**src/rtl/fifo_model_pkg.sv**
```systemverilog
// Shared definitions for the FIFO model family: read-mode encodings and a
// clog2 helper that never returns zero, so every pointer is at least 1 bit wide.
package fifo_model_pkg;

  localparam int FIFO_MODE_NORMAL    = 0;
  localparam int FIFO_MODE_SHOWAHEAD = 1;

  function automatic int clog2_safe(input int n);
    int r;
    r = 0;
    while ((1 << r) < n) r++;
    return (r < 1) ? 1 : r;
  endfunction

endpackage

```
**src/rtl/fifo_ram_1w1r.sv**
```systemverilog
// Simple dual-port storage: one write port and one registered read port.
// Only the read register is cleared by aclr; the array itself carries no reset.
module fifo_ram_1w1r
  import fifo_model_pkg::*;
#(
  parameter int WIDTH = 8,
  parameter int DEPTH = 128
) (
  input  logic                             clock,
  input  logic                             aclr,
  input  logic                             wr_en,
  input  logic [clog2_safe(DEPTH)-1:0]     wr_addr,
  input  logic [WIDTH-1:0]                 wr_data,
  input  logic                             rd_en,
  input  logic [clog2_safe(DEPTH)-1:0]     rd_addr,
  output logic [WIDTH-1:0]                 rd_data
);

  logic [WIDTH-1:0] mem [DEPTH];

  always_ff @(posedge clock) begin
    if (wr_en) mem[wr_addr] <= wr_data;
  end

  // Read-before-write on an address collision; the top level bypasses that case.
  always_ff @(posedge clock or posedge aclr) begin
    if (aclr)       rd_data <= '0;
    else if (rd_en) rd_data <= mem[rd_addr];
  end

endmodule

```
**config.mk**
```make
export PLATFORM = sky130hd
export DESIGN_NAME = fifo_ram_1w1r
export DESIGN_NICKNAME = d
export VERILOG_FILES = /design/src/rtl/fifo_model_pkg.sv /design/src/rtl/fifo_ram_1w1r.sv
export SDC_FILE = /design/constraint.sdc
export NUM_CORES = 1
export LEC_CHECK = 0
export CAP_MARGIN = 0
export CORE_UTILIZATION = 40
export DETAILED_ROUTE_END_ITERATION = 6
export GPL_ROUTABILITY_DRIVEN = 0
export PLACE_DENSITY_LB_ADDON = 0.25
export REMOVE_ABC_BUFFERS = 1
export SKIP_LAST_GASP = 1
export SLEW_MARGIN = 25
export SYNTH_ARGS = -nofsm -noshare
export SYNTH_HDL_FRONTEND = slang
export SYNTH_SLANG_ARGS = --single-unit
```
**constraint.sdc**
```tcl
create_clock -name clock -period 2 [get_ports clock]
set_input_delay 0.3 -clock clock [delete_from_list [all_inputs] [get_ports clock]]
set_output_delay 0.3 -clock clock [all_outputs]
set_load 0.05 [all_outputs]
```
==> qor.yml <==
reg2reg_slack_ns: -0.32
antenna_cells: 0
cts_buffer_depth: 3
first_pass_iters: 5
syn_avg_cell_area_um2: 20.2
die_x_um: 320
seqPwrFrac: 0.531
cp-start-kind: "flip-flop"
drtIter0Drc: 2117
clk_latency_ns: 0.68
power_frac_clock: 0.402
p_sw_mw: 9.76
drt-total-wl_um: 105000
netSwitchingFraction: 0.216
rsz0062_at_grt: "yes"
min_path_type: "primary input to async pin"
critical_path_peak_fanout: 1
htreeDepth: 3
hold_violations: 0
crit_path_end_kind: "flip-flop"
viasPerCell: 5.63
async_flop_share: 0.00775
crit_arrival_ns: 2.86
whs_ns: 0.0353
antenna_found_initial: 2
syn-cell-area_mm2: 0.0405
initial_core_util: 0.404
status: "finished, violations left"
synthDistinctLibCells: 43
tns_ns: -1.16
yosys_warnings: 0
worstMarginPinSlew_ns: 0.691
final_cells: 3794
intPower_mw: 35.4
rr_startpoint: "mem[100][2]"
peakVddDrop_mv: 0.690
grt_max_degree: 129
setup_viol: 6
dpl.hpwl_um: 69200
cts.sinks: 1032
path_clk_slew_ns: 0.06
max-slew-margin-rel: 0.539
drive_gt1_frac: 0.325
combPwrFrac: 0.067
grt_overflow: 0
worst-setup-path-type: "flip-flop to flip-flop"
postCtsHoldBufs: 0
row_count: 116
violations: "negative setup slack"
numCtsBuffers: 103
worst_r2r_path_depth: 7
io_buffers: 33
core_area_mm2: 0.100
fillerInstances: 8135
grt_pass1_vias: 22100
drtAntennaViolNets: 0
vias: 21400
cap_violations: 0
netlist_instances: 2001
power_density_mw_per_mm2: 922
drc: 0
finalCriticalPeriod_ns: 2.32
root_buffer: "clkbuf_16"
yosysSeqAreaShare: 0.764
drv_slew: 0
fmax_mhz: 431
area_growth_pct: 20.8
min_period_over_period: 1.16
grt_usage: 0.205
r2r_end: "rd_data[2]"
synth-seq-cells: 1032
cp.required_ns: 2.54
routedWlPerCell_um: 27.7
pin_count: 34
p_total_mw: 45.1
tritoncts: "yes"
die-area_mm2: 0.103
synth_ff_type: "edfxtp_1"
clock_skew_ns: 0.0202
power_leakage_nw: 16.2
fin_nets: 2441
grt_pass1_wl_um: 152000
placed_cells: 3581
synth_edf_count: 1024
setup_ws_ns: -0.322
die_h_um: 320
## area by class of cell
type,instances,area (um2),area share
multi-input cells,844,9120,0.186
well taps,1298,1620,0.0332
repair buffers,428,4050,0.0828
flip-flops and latches,1032,30900,0.633
clock inverters,51,393,0.00803
clock buffers,135,2760,0.0564
inverters,6,22.5,0.000460
## logic make-up (layout without fill, tap and decap cells)
logic type,Yosys count,in the layout,synth area share
DFF,1032,1032,0.764
muxes,354,354,0.151
and+or+nand+nor,303,303,0.0338
AOI/OAI and AO/OA,187,187,0.0330
buffers and inverters,125,620,0.0182
## timing repair
| action | 4_1_cts | 5_1_grt |
|---|---|---|
| pin swaps | 12 | 10 |
| gates cloned | 4 | 1 |
| buffers inserted | 12 | 14 |
| gates resized for setup | 70 | 22 |
| endpoints found under the setup margin | 11 | 8 |
## worst max-delay path: stages, from the launching register on
cell	delay [ns]
edfxtp_1	0.38
mux4_2	0.49
mux4_2	0.53
o22ai_4	0.23
nor2_4	0.07
nor4_4	0.29
buf_4	0.17
nor3_1	0.04
## through the flow
stage,utilization,area [um2],setup slack [ns]
after floorplan,-,39800,-0.0350
after global routing,0.489,48900,-0.324
after CTS,0.486,48700,-0.310
after detailed placement,0.449,45000,-1.69
after global placement,0.449,45000,-1.65
final,0.489,48900,-0.322
## registers in the layout, indices dropped and copies added, names as in the netlist
name	count
rd_data	8
mem	1024
## power by group through the flow
stage	sequential [mW]	clock (mW)	combinational (mW)
after floorplan	24.5	0	0.940
after global placement	24.4	0	2.78
after detailed placement	24.4	0	2.82
after CTS	24.0	18.5	2.97
after global routing	23.9	19.2	3.16
final	24.0	18.1	3.01
## Yosys cell counts, drive strengths merged (12+ instances only)
cell type	instances	area share
o221ai	30	0.0065
mux2	12	0.0033
nor2	156	0.014
clkbuf	65	0.0060
mux2i	138	0.034
nand3	35	0.0043
nand2	30	0.0028
o22ai	61	0.0094
buf	54	0.012
nor3	17	0.0021
and2	30	0.0046
a211oi	22	0.0041
edfxtp	1024	0.76
mux4	204	0.11
a21oi	16	0.0020
## worst max path at each step
stage	from	to	depth (start not counted)
2_1_floorplan	rd_addr[2]	rd_data[0]	6
3_3_place_gp	rd_addr[0]	rd_data[7]	9
3_5_place_dp	rd_addr[0]	rd_data[7]	9
4_1_cts	mem[100][2]	rd_data[2]	7
5_1_grt	mem[125][2]	rd_data[2]	7
6_report	mem[100][2]	rd_data[2]	7
## placed cells by master (no fill, tap or decap), drive strengths merged, types with 3 or more instances in the layout
cell type / n
a2111oi: 4
a211oi: 22
a21oi: 16
a31oi: 8
a32oi: 6
and2: 30
buf: 411
bufinv: 4
clkbuf: 136
clkdlybuf4s15: 3
clkdlybuf4s50: 12
clkinv: 41
clkinvlp: 3
dfrtp: 8
edfxtp: 1024
inv: 9
mux2: 12
mux2i: 138
mux4: 204
nand2: 30
nand2b: 6
nand3: 35
nand4: 5
nor2: 156
nor2b: 7
nor3: 17
nor4: 8
o211ai: 7
o21ai: 10
o221ai: 30
o22ai: 61
o31ai: 5
o32ai: 10
or2: 3
## routing by layer
| layer | up-vias | GRT usage | share of wire |
|---|---|---|---|
| met5 | - | 0 | 0 |
| met4 | 0 | 0.0618 | 0.029 |
| met3 | 172 | 0.0311 | 0.064 |
| met2 | 855 | 0.349 | 0.50 |
| met1 | 11200 | 0.274 | 0.40 |
| li1 | 9139 | - | - |
Power figures use the tool's default switching activity.
